<file path="src/rtl/uart_frame_sched.sv">
// uart_frame_sched: round-robin arbiter that frames a granted 16-bit word as SYNC, ID, low, high bytes for a UART.
module uart_frame_sched #(
    parameter logic [7:0] SYNC_BYTE = 8'hA5,
    parameter logic [7:0] ID0 = 8'h01,
    parameter logic [7:0] ID1 = 8'h02
) (
    input  logic        clk,
    input  logic        rst,
    input  logic [1:0]  req,
    input  logic [15:0] din0,
    input  logic [15:0] din1,
    output logic [1:0]  gnt,
    output logic        tx_start,
    output logic [7:0]  tx_data,
    input  logic        tx_done,
    output logic        busy
);
    typedef enum logic [1:0] {IDLE, SEND, WAIT} state_t;
    state_t state, state_n;
    logic [1:0] idx;
    logic [15:0] hold;
    logic cur, last, pick, grant, advance;
    logic [7:0] next_byte;
    always_comb begin
        pick = (req == 2'b11) ? ~last : req[1];
        grant = !rst && state == IDLE && |req;
        advance = !rst && state == WAIT && tx_done;
        next_byte = (idx == 2'd0) ? (cur ? ID1 : ID0) : (idx == 2'd1) ? hold[7:0] : hold[15:8];
        gnt = grant ? (pick ? 2'b10 : 2'b01) : 2'b00;
        tx_start = !rst && state == SEND;
        busy = state != IDLE;
        state_n = rst ? IDLE : grant ? SEND : (state == SEND) ? WAIT :
                  advance ? ((idx == 2'd3) ? IDLE : SEND) : state;
    end
    // tx_data is loaded on the edge entering SEND, so it is stable from tx_start until its tx_done
    always_ff @(posedge clk) begin
        state <= state_n;
        if (rst) begin
            idx <= 2'd0;
            hold <= 16'h0000;
            tx_data <= 8'h00;
            cur <= 1'b0;
            last <= 1'b1;
        end else if (grant) begin
            idx <= 2'd0;
            hold <= pick ? din1 : din0;
            cur <= pick;
            last <= pick;
            tx_data <= SYNC_BYTE;
        end else if (advance && idx != 2'd3) begin
            idx <= idx + 2'd1;
            tx_data <= next_byte;
        end
    end
endmodule

</file>
<file path="config.mk">
export PLATFORM = sky130hd
export DESIGN_NAME = uart_frame_sched
export DESIGN_NICKNAME = d
export VERILOG_FILES = /design/src/rtl/uart_frame_sched.sv
export SDC_FILE = /design/constraint.sdc
export NUM_CORES = 1
export LEC_CHECK = 0
export BUFFER_PORTS_ARGS = -buffer_cell sky130_fd_sc_hd__buf_4
export CAP_MARGIN = 20
export CORE_ASPECT_RATIO = 1.2
export CORE_MARGIN = 2
export CORE_UTILIZATION = 40
export CTS_BUF_LIST = sky130_fd_sc_hd__clkbuf_8
export CTS_CLUSTER_DIAMETER = 200
export DETAILED_ROUTE_END_ITERATION = 16
export GPL_TIMING_DRIVEN = 0
export PLACE_DENSITY = 0.67
export SLEW_MARGIN = 15
export SYNTH_ARGS = -nofsm -noshare
export SYNTH_HDL_FRONTEND = slang
export SYNTH_SLANG_ARGS = --single-unit
</file>
<file path="constraint.sdc">
create_clock -name clk -period 2.6 [get_ports clk]
set_input_delay 0.52 -clock clk [delete_from_list [all_inputs] [get_ports clk]]
set_output_delay 0.52 -clock clk [all_outputs]
set_load 0.02 [all_outputs]
</file>
# Word-level counts from Yosys, hierarchy flattened
# Cells that the tools add are included.
dict set report op_classes {
  addsub 1
  eq_ne 6
  mux 13
  n_bitwise 1
  reduce_logical 15
}
# cell n
set ops {}
lappend ops {{8-bit two-way mux} 4}
lappend ops {{16-bit two-way mux} 1}
lappend ops {{2-bit two-way mux} 5}
lappend ops {{2-bit equality test (second input constant)} 3}
lappend ops {{1-bit logical AND} 6}
lappend ops {{2-bit nonzero test} 3}
lappend ops {{2-bit by 1-bit equality test with 1-bit output (second input constant)} 2}
lappend ops {{2-bit logical NOT} 2}
lappend ops {{2-bit OR reduction} 2}
lappend ops {{1-bit two-way mux} 3}
lappend ops {{3-bit nonzero test} 1}
lappend ops {{2-bit by 1-bit adder with 2-bit output (second input constant)} 1}
lappend ops {{2-bit != test (second input constant)} 1}
lappend ops {{1-bit logical NOT} 1}
lappend ops {{1-bit NOT} 1}
dict set report totals {
  regBits 30
  input_bits 37
  out_inout_bits 12
  elab_cells 44
}

# Depth between registers and ports, before layout
# Gate-level depths: netlist of run 1.
dict set report depth {
  ltp_word 6
  ltp_mapped 7
  ltp_nobuf 6
}

# Least setup slack after synthesis of run 1
# No wires, ideal clock.
dict set report synth_path {
  path_kind {in2out}
  startpoint {input port req[1]}
  endpoint {output port gnt[0]}
  t_arrival_ns 1.673
  t_required_ns 2.080
  setup_slack_ns 0.407
  cell_stages 4
  n_path_buf 2
  path_cell_list {a21boi_0 -> buf_2 -> buf_2 -> nor4_1}
}
dict set report synth_via {
  elab_chain_len 4
  elab_cells_between_ends 6
  classes_between {eq/ne (1); mux (3); reduce/logical (2)}
}
# item line
set synth_lines {}
lappend synth_lines {{start, declared} 9} ;# input logic [1:0] req,
lappend synth_lines {{2-bit equality test} 25} ;# pick = (req == 2'b11) ? ~last : req[1];
lappend synth_lines {{1-bit two-way mux} 25}
lappend synth_lines {{2-bit two-way mux} 29} ;# gnt = grant ? (pick ? 2'b10 : 2'b01) : 2'b00;
lappend synth_lines {{2-bit two-way mux (*)} 29}
lappend synth_lines {{end, declared} 12} ;# output logic [1:0] gnt,
# Mark *: on every way between the ends. The rest lies on a longest branch, timed or not.

# Worst setup path in the final report of run 1
dict set report layout_path {
  startpoint {register state[0]}
  endpoint {output port gnt[1]}
}
dict set report layout_via {
  elab_chain_len 4
}
# item line
set layout_lines {}
lappend layout_lines {{start, declared} 19} ;# state_t state, state_n;
lappend layout_lines {{start signal, assigned} 37} ;# state <= state_n;
lappend layout_lines {{2-bit logical NOT} 26} ;# grant = !rst && state == IDLE && |req;
lappend layout_lines {{1-bit logical AND (2 in a row)} 26}
lappend layout_lines {{2-bit two-way mux} 29}
# No other way between the ends.

==> results of run 1 <==
[power breakdown]
group | leakage [nW] | total (mW) | switching (mW) | internal (mW)
registers | 0.247 | 0.546 | 0.0319 | 0.515
logic | 0.518 | 0.310 | 0.164 | 0.146
clock network | 0.0466 | 0.338 | 0.162 | 0.176
[worst paths after layout]
kind	from	end	slack, ns
worst max-delay path	state[0]	gnt[1]	0.15
worst min-delay path	tx_data[4]	tx_data[4]	0.45
worst max register to register	idx[0]	tx_data[6]	0.78
worst min register to register	tx_data[4]	tx_data[4]	0.45
[per-stage QoR]
step	hold slack (ns)	setup slack, ns	power (mW)
floorplan	0.4545	0.4067	0.7468
global placement	0.4448	0.09058	0.8527
detailed placement	0.4453	0.09991	0.8655
CTS	0.4539	0.03487	1.202
global route	0.4653	0.01319	1.264
finish	0.4494	0.1536	1.195
[critical path, delay by kind of cell, from the launching register on]
family	cells	cell delay [ns]
buf+inv	3	0.58
flops	1	0.34
simple gates	3	0.72
[final cells by class]
cell class | instances | area share [%]
Multi-Input combinational cell | 113 | 39.42
Sequential cell | 30 | 31.17
Timing Repair Buffer | 48 | 18.70
Clock buffer | 5 | 3.571
Buffer | 14 | 3.571
Tap cell | 37 | 2.403
Inverter | 4 | 0.7792
Clock inverter | 2 | 0.3896
[registers in the layout, summed over array words and instances (netlist names)]
| signal | cells |
|---|---|
| hold | 16 |
| tx_data | 8 |
| idx | 2 |
| state | 2 |
| cur | 1 |
| last | 1 |
[cells in the mapped netlist]
master / instances
buf_6: 1
nor3_4: 1
nor2_1: 33
nor4_1: 1
buf_1: 1
or2_1: 1
xnor2_1: 1
buf_2: 6
o21ai_0: 2
or3_1: 4
mux2i_1: 24
a21boi_0: 1
or2_2: 1
nand3b_1: 1
inv_2: 1
a21oi_1: 6
inv_1: 3
nand2_1: 5
a211oi_1: 21
dfxtp_1: 30
nand2b_1: 1
a221oi_1: 1
clkbuf_1: 6
nor3b_1: 1
nor3_1: 1
or4_4: 1
nor2b_1: 2
ha_1: 3
and2_1: 1
[timing repair]
| item | in CTS | in global routing |
|---|---|---|
| setup endpoints to repair | 0 | 1 |
| hold buffers | 0 | 0 |
| gates resized for setup | 0 | 2 |
[cell families after synthesis]
logic type               Yosys count  synth area share, %
flip-flops                        30                41.63
multiplexers                      24                16.65
AO/OA/AOI/OAI                     31                14.83
XOR/XNOR                           1               0.6072
adder cells (fa/ha/maj)            3                2.602
AND/OR/NAND/NOR                   54                17.95
buffers and inverters             18                5.724
[routing by layer]
metal / GRT usage, % / vias up
met5: 0 / -
met4: 5.556 / 0
met3: 5.970 / 6
met2: 29.88 / 51
met1: 21.84 / 569
li1: - / 668
[placed cells by master (no fill, tap or decap), drive strengths merged]
cell,count
buf,56
mux2i,24
ha,3
inv,6
o21ai,2
or2,2
a211oi,21
dfxtp,30
nor2,33
nor4,1
clkbuf,11
and2,1
nand2,5
xnor2,1
nand2b,1
nor3b,1
or4,1
nand3b,1
nor2b,2
nor3,2
a21boi,1
a221oi,1
or3,4
a21oi,6
==> impl_metrics.yaml, run 1 <==
status:
  outcome: "finished with violations"
  violations: "DRC"
cts:
  clock_latency_ns: 0.28
  ctsHtreeMaxLevel: 2
  cts_made_buffers: 5
  cts_root_buffer: "clkbuf_8"
  path_clk_slew_ns: 0.06
  cts_max_path_buffers: 2
  post_cts_buffers: 0
  cts.sinks: 30
  tritoncts: "done"
layout:
  drive_above_1_share_pct: 30.09
  syn2layout_area_growth_pct: 33.56
  final_cells: 253
  fillCellCount: 329
  fin_nets: 256
  multi_input_area_um2: 759.5
  final_util_pct: 56.74
  seq_area_um2: 600.6
  finalInstanceArea_um2: 1927
  antenna_cells: 0
routing:
  drt_wl_total_mm: 3.346
  dr.pass1.iters: 10
  post-route-drc-count: 3
  wl_met2_mm: 1.664
  final_antenna_net_count: 0
  topRoutingLayerUsed: "met4"
  via_per_inst: 5.115
  num_vias: 1294
  drtIter0Drc: 32
  wire_per_inst_um: 13.23
  route.met3.wl_um: 235
  met1_length_mm: 1.395
floorplan:
  design.die.area_um2: 4105
  num_rows: 23
  ioPinCount: 49
  die_width_um: 58.82
  initial_core_util_pct: 42.48
  fp.dieH_um: 69.79
  core_area_um2: 3396
power_and_ir_drop:
  max-vdd-ir-drop_mv: 0.3268
  powerDensity_nw_per_um2: 619.9
  p_leak_nw: 0.8114
timing:
  worst-slew-pin-transition_ns: 0.5888
  fmax_mhz: 408.8
  fin_skew_ns: 0.001911
  maxSlewViolCount: 0
  fin_crit_ns: 2.446
  rsz0062_at_grt: "false"
  setup_violations: 0
  post-route-period-util_pct: 94.09
  slew_headroom_pct: 60.75
  hold_viol_final: 0
  setup_tns_ns: 0
worst_setup_path:
  cp_max_fo: 10
  criticalPathCategory: "register to primary output"
  cp-end-kind: "primary output"
  crit_path_cell_trace: "or2_1 -> buf_2 -> nor3_4 -> clkbuf_2 -> and2_1 -> buf_4"
  crit_path_start_kind: "register"
  cp.required_ns: 2.08
  critPathMaxStageDelay_ns: 0.34
  r2r_cells: 6
  crit_slowest_cell: "dfxtp_1"
  arrival_ns: 1.93
yosys:
  yosys_warnings: 0
  ys_types: 29
  synth_top_area_share_pct: 41.63
  syn_nets: 201
  yosys.area.top_type: "dfxtp_1"
  synth_area_leaders: "dfxtp_1 42%, mux2i_1 17%, a211oi_1 11%"
  avgSynthCellArea_um2: 8.960
  syn_area_um2: 1443
  synthCells: 161
  synth-seq-cells: 30
  yosysSeqAreaShare_pct: 41.63
placed_design:
  dpl_cell_area_um2: 1849
  place.gp.congestion: 0.7489
  placed_cells: 246
  dp_hpwl_mm: 2.567
  port_buffers: 48
grt:
  gr-total-overflow: 0
  antenna_found_initial: 0
  grt_use_total_pct: 18.12
  grt_pass1_wl_mm: 5.740
  grt_max_degree: 11
  grt_pass1_vias: 1248
hold_path:
  hold_path.class: "register to register"
  hold_depth: 2
run:
  cap_viol_max_count: 0
(Power assumes the default switching activity.)
==> run 2, diff against run 1 <==
==> constraint.sdc (replaced) <==
create_clock -name clk -period 2.6 [get_ports clk]
set_input_delay 0.52 -clock clk [delete_from_list [all_inputs] [get_ports clk]]
set_output_delay 0.52 -clock clk [all_outputs]
set_load 0.1 [all_outputs]
==> run 2 against run 1 <==
The run still ends with DRC left. Critical path depth stayed put. Register-to-register slack about the same. Flip-flop and latch count did not move. Clock power up 9.2%. Core utilization increased by 0.85 points. Sequential share of layout area decreased by 0.46 points. Cell count unchanged.
==> impl_metrics.yaml, run 2 (synthesis gave the netlist of run 1 again) <==
status:
  outcome: "finished with violations"
  violations: "DRC"
grt:
  use_met2_pct: 27.16
  grtUsageMet1_pct: 22.18
  gr-total-overflow: 0
  antenna_found_initial: 0
  grt.busiest_layer: "met2"
  grt_pass1_wl_mm: 5.575
  grt_max_degree: 11
  grt_use_total_pct: 17.30
  grt_pass1_vias: 1225
  use_met3_pct: 5.037
layout:
  finalInstanceArea_um2: 1956
  top_register: "hold"
  fin_nets: 257
  antenna_cells: 0
  final_util_pct: 57.59
  final_common_cell: "buf_4"
  top_regs: "hold (16), tx_data (8)"
  largest_reg_flops: 16
  fillCellCount: 316
  syn2layout_area_growth_pct: 35.56
  drive_above_1_share_pct: 32.41
  layout_common_cells: "49 x buf_4, 33 x nor2_1, 30 x dfxtp_1, 24 x mux2i_1, 21 x a211oi_1"
  final_cells: 253
timing:
  setup_tns_ns: 0
  worst-slew-pin-transition_ns: 0.5845
  setup_violations: 0
  rsz0062_at_grt: "false"
  fmax_mhz: 416.7
  timing.hold.ws_ns: 0.4528
  hold_viol_final: 0
  slew_headroom_pct: 61.04
  fin_skew_ns: 0.003918
  post-route-period-util_pct: 92.31
  maxSlewViolCount: 0
  fin_crit_ns: 2.400
cts:
  tritoncts: "done"
  clock_latency_ns: 0.28
  cts_made_buffers: 5
  cts_root_buffer: "clkbuf_8"
  cts.sinks: 30
  cts_max_path_buffers: 2
  path_clk_slew_ns: 0.06
  hold_buffers: 0
  ctsHtreeMaxLevel: 2
floorplan:
  num_rows: 23
  ioPinCount: 49
  fp.dieH_um: 69.79
  design.die.area_um2: 4105
  initial_core_util_pct: 42.48
  core_area_um2: 3396
  die_width_um: 58.82
worst_setup_path:
  endpoint: "gnt[1]"
  arrival_ns: 1.88
  criticalPathCategory: "primary input to primary output"
  cp.required_ns: 2.08
  cp-end-kind: "primary output"
  crit_path_start: "req[0]"
  cp_max_fo: 10
  reg2reg_slack_ns: 0.78
  crit_path_start_kind: "primary input"
  r2r_cells: 6
  r2r_start: "idx[0]"
  r2r_end: "tx_data[6]"
placed_design:
  place.gp.congestion: 0.7642
  placed_cells: 246
  port_buffers: 48
  dp_hpwl_mm: 2.507
  dpl_cell_area_um2: 1862
hold_path:
  hold_path.class: "register to register"
routing:
  post-route-drc-count: 3
  drt_wl_total_mm: 3.243
  drtIter0Drc: 40
  dr.pass1.iters: 10
  num_vias: 1311
  final_antenna_net_count: 0
  wire_per_inst_um: 12.82
  via_per_inst: 5.182
power_and_ir_drop:
  max-vdd-ir-drop_mv: 0.3243
  powerDensity_nw_per_um2: 686.0
  p_leak_nw: 0.8169
run:
  cap_viol_max_count: 0
==> run 2: worst min path at each step <==
stage / endpoint / startpoint / depth (start not counted)
global placement: tx_data[4] / tx_data[4] / 2
CTS: tx_data[3] / tx_data[3] / 2
floorplan: cur / cur / 2
detailed placement: tx_data[3] / tx_data[3] / 2
finish: tx_data[3] / tx_data[3] / 2
global route: tx_data[4] / tx_data[4] / 2
==> run 2: cell type report <==
cell class	instances	area, um2	area share [%]
Timing Repair Buffer	49	367.9	18.81
Inverter	4	15.01	0.7678
Sequential cell	30	600.6	30.71
Clock buffer	6	82.58	4.223
Multi-Input combinational cell	113	772.0	39.48
Tap cell	37	46.29	2.367
Buffer	14	71.32	3.647
==> run 2: per-stage QoR <==
step                      power (mW)  setup WS, ns
after floorplan               0.8642       -0.5994
after global placement        0.9707       -0.1134
after detailed placement      0.9796       -0.1048
after CTS                      1.345       0.01732
after global routing           1.406        0.1176
final                          1.341        0.1999
==> run 2: report_power, final <==
group | internal (mW) | total [mW] | switching [mW] | leakage, nW
sequential | 0.515 | 0.546 | 0.0312 | 0.247
combinational | 0.152 | 0.427 | 0.275 | 0.527
clock | 0.204 | 0.369 | 0.165 | 0.0431
==> run 2: repair_timing <==
item | CTS | global route
cloned | 0 | 0
setup endpoints to repair | 1 | 1
gates resized for setup | 2 | 0
setup buffers | 0 | 1
pin swaps | 0 | 1
==> run 2: worst max-delay path: stages <==
cell	delay [ns]
buf_4	0.11
a21boi_0	0.14
buf_2	0.30
buf_2	0.34
and2_2	0.19
buf_4	0.28
==> run 2: layer usage <==
layer | vias to the layer above | part of all wire (%)
met5 | - | 0
met4 | 0 | 1.3
met3 | 4 | 6.8
met2 | 43 | 48
met1 | 590 | 43
li1 | 674 | -
==> run 3, diff against run 2 <==
--- a/config.mk
+++ b/config.mk
@@ -5,6 +5,7 @@
 export SDC_FILE = /design/constraint.sdc
 export NUM_CORES = 1
 export LEC_CHECK = 0
+export ABC_AREA = 1
 export BUFFER_PORTS_ARGS = -buffer_cell sky130_fd_sc_hd__buf_4
 export CAP_MARGIN = 20
 export CORE_ASPECT_RATIO = 1.2
@@ -14,7 +15,7 @@
 export CTS_CLUSTER_DIAMETER = 200
 export DETAILED_ROUTE_END_ITERATION = 16
 export GPL_TIMING_DRIVEN = 0
-export PLACE_DENSITY = 0.67
+export PLACE_DENSITY = 0.65
 export SLEW_MARGIN = 15
 export SYNTH_ARGS = -nofsm -noshare
 export SYNTH_HDL_FRONTEND = slang
==> run 3 against run 2 <==
The flow now finishes without violations. Clock skew about the same. Maximum frequency is 14% higher. Wire length rose by 5.9%. Critical path type unchanged. Largest power group unchanged. Highest routed layer unchanged.
==> impl_metrics.yaml, run 3 <==
power_and_ir_drop:
  powerDensity_nw_per_um2: 595.0
  p_leak_nw: 1.063
  max-vdd-ir-drop_mv: 0.2476
timing:
  fin_skew_ns: 0.003421
  fmax_mhz: 472.9
  rsz0062_at_grt: "false"
  setup_tns_ns: 0
  setup_violations: 0
  post-route-period-util_pct: 81.33
  slew_headroom_pct: 69.84
  hold_viol_final: 0
  maxSlewViolCount: 0
  timing.hold.ws_ns: 0.4651
  worst-slew-pin-transition_ns: 0.4524
  fin_crit_ns: 2.114
yosys:
  yosys_most_used_dff: "dfxtp_1"
  synthArstFlopShare_pct: 0
  ys_types: 23
  yosysMostFrequentCell: "nand2_1"
  synth_top_area_share_pct: 35.96
  synth_common_cells: "86 x nand2_1, 30 x dfxtp_1, 28 x nor2_1, 16 x nand3_1, 15 x inv_1"
  synth-seq-cells: 30
  yosys_warnings: 0
  syn_nets: 283
  avgSynthCellArea_um2: 6.874
  synth_edf_count: 0
  synth_area_leaders: "dfxtp_1 36%, nand2_1 19%, nor2_1 6.3%"
  yosysSeqAreaShare_pct: 35.96
  syn_area_um2: 1670
  yosys.area.top_type: "dfxtp_1"
  synthCells: 243
routing:
  dr.pass1.iters: 4
  wire_per_inst_um: 9.781
  post-route-drc-count: 0
  final_antenna_net_count: 0
  drt_wl_total_mm: 3.433
  via_per_inst: 4.416
  drtIter0Drc: 34
  num_vias: 1550
layout:
  largest_reg_flops: 16
  final_common_cell: "nand2_1"
  drive_above_1_share_pct: 31.99
  top_register: "hold"
  layout_common_cells: "86 x nand2_1, 47 x buf_4, 30 x dfxtp_1, 27 x nor2_1, 17 x inv_1"
  antenna_cells: 0
  fin_nets: 337
  top_regs: "hold (16), tx_data (8)"
  syn2layout_area_growth_pct: 30.19
cts:
  hold_buffers: 0
  tritoncts: "done"
  ctsHtreeMaxLevel: 2
  cts_max_path_buffers: 2
  cts_made_buffers: 5
  clock_latency_ns: 0.28
  post_cts_resized: 0
  post_cts_buffers: 0
  path_clk_slew_ns: 0.06
  cts.sinks: 30
  cts_root_buffer: "clkbuf_8"
worst_setup_path:
  crit_path_start_kind: "primary input"
  r2r_end: "tx_data[1]"
  arrival_ns: 1.59
  cp.required_ns: 2.08
  cp-end-kind: "primary output"
  reg2reg_slack_ns: 1.23
  criticalPathCategory: "primary input to primary output"
  r2r_cells: 10
  r2r_start: "idx[1]"
  cp_max_fo: 10
grt:
  grt_max_degree: 11
  gr-total-overflow: 0
  grt_pass1_vias: 1453
  grt_pass1_wl_mm: 6.009
  grt_use_total_pct: 16.31
  antenna_found_initial: 0
placed_design:
  dp_hpwl_mm: 2.688
  place.gp.congestion: 0.7883
  port_buffers: 47
run:
  cap_viol_max_count: 0
floorplan:
  design.die.area_um2: 4711
  initial_core_util_pct: 42.05
  die_width_um: 62.99
  core_area_um2: 3973
  num_rows: 25
  ioPinCount: 49
  fp.dieH_um: 74.79
status:
  outcome: "completed"
hold_path:
  hold_depth: 2
  hold_path_startpoint: "tx_data[1]"
  hold_path.class: "register to register"
  min_to: "tx_data[1]"
-- run 3: cell types whose count changed in the layout (fill, tap and decap cells not counted), moves of 4 or more --
cell and delta:
a211oi_1 -20, a21oi_1 +5, a21oi_2 +10, clkbuf_1 -4, inv_1 +14, mux2i_1 -24
nand2_1 +81, nand2_2 +14, nand3_1 +16, nor2_1 -6, o21ai_0 +7, or3_1 -4
-- run 3: stage by stage --
stage	setup slack, ns	instance area [um2]	utilization, %	instances	total power [mW]
after global routing	0.3640	2175	54.74	351	1.378
final	0.4855	2175	54.74	351	1.294
after detailed placement	0.4656	2098	52.82	344	0.9723
after floorplan	0.1569	1678	-	243	0.8661
after CTS	0.4554	2175	54.74	351	1.311
after global placement	0.4477	2098	52.82	344	0.9709
-- run 3: routing by layer --
layer / global-route usage (%) / vias up / routed length [um]
li1: - / 861 / -
met2: 29.20 / 42 / 1678
met4: 5.926 / 0 / 43
met5: 0 / - / 0
met1: 18.60 / 643 / 1549
met3: 4.933 / 4 / 162
-- run 3: logic make-up (layout without fill, tap and decap cells) --
group                      Yosys count  in the layout  synth area share, %
and+or+nand+nor                    149            149                39.33
AOI/OAI and AO/OA                   31             31                11.68
DFF                                 30             30                35.96
buffers and inverters               30             84                10.79
adders and majority gates            3              3                2.247
-- run 3: cell type report --
type	count	area [um2]
fill	407	1798
multi-input combinational	183	897.1
sequential	30	600.6
timing repair buffer	47	352.8
buffer	10	97.59
inverter	20	82.58
clock buffer	5	68.82
tap	54	67.56
clock inverter	2	7.507
-- run 3: worst max path at each step --
stage | slack (ns) | endpoint | depth (start not counted) | startpoint
floorplan | 0.16 | tx_start | 2 | rst
global placement | 0.45 | gnt[1] | 8 | req[0]
detailed placement | 0.47 | gnt[1] | 8 | req[0]
CTS | 0.46 | gnt[1] | 8 | req[0]
global route | 0.36 | gnt[1] | 8 | req[0]
finish | 0.49 | gnt[1] | 8 | req[0]
-- run 3: critical path: stages --
cell	delay (ns)
buf_4	0.11
nand2_2	0.13
nand2_2	0.14
buf_6	0.17
inv_1	0.08
nand2_1	0.09
inv_1	0.06
buf_4	0.28
-- run 3: power breakdown --
group	switching, mW	internal [mW]	total (mW)	leakage, nW
Sequential	0.0281	0.501	0.529	0.245
Combinational	0.280	0.150	0.430	0.771
Clock	0.159	0.176	0.335	0.0466
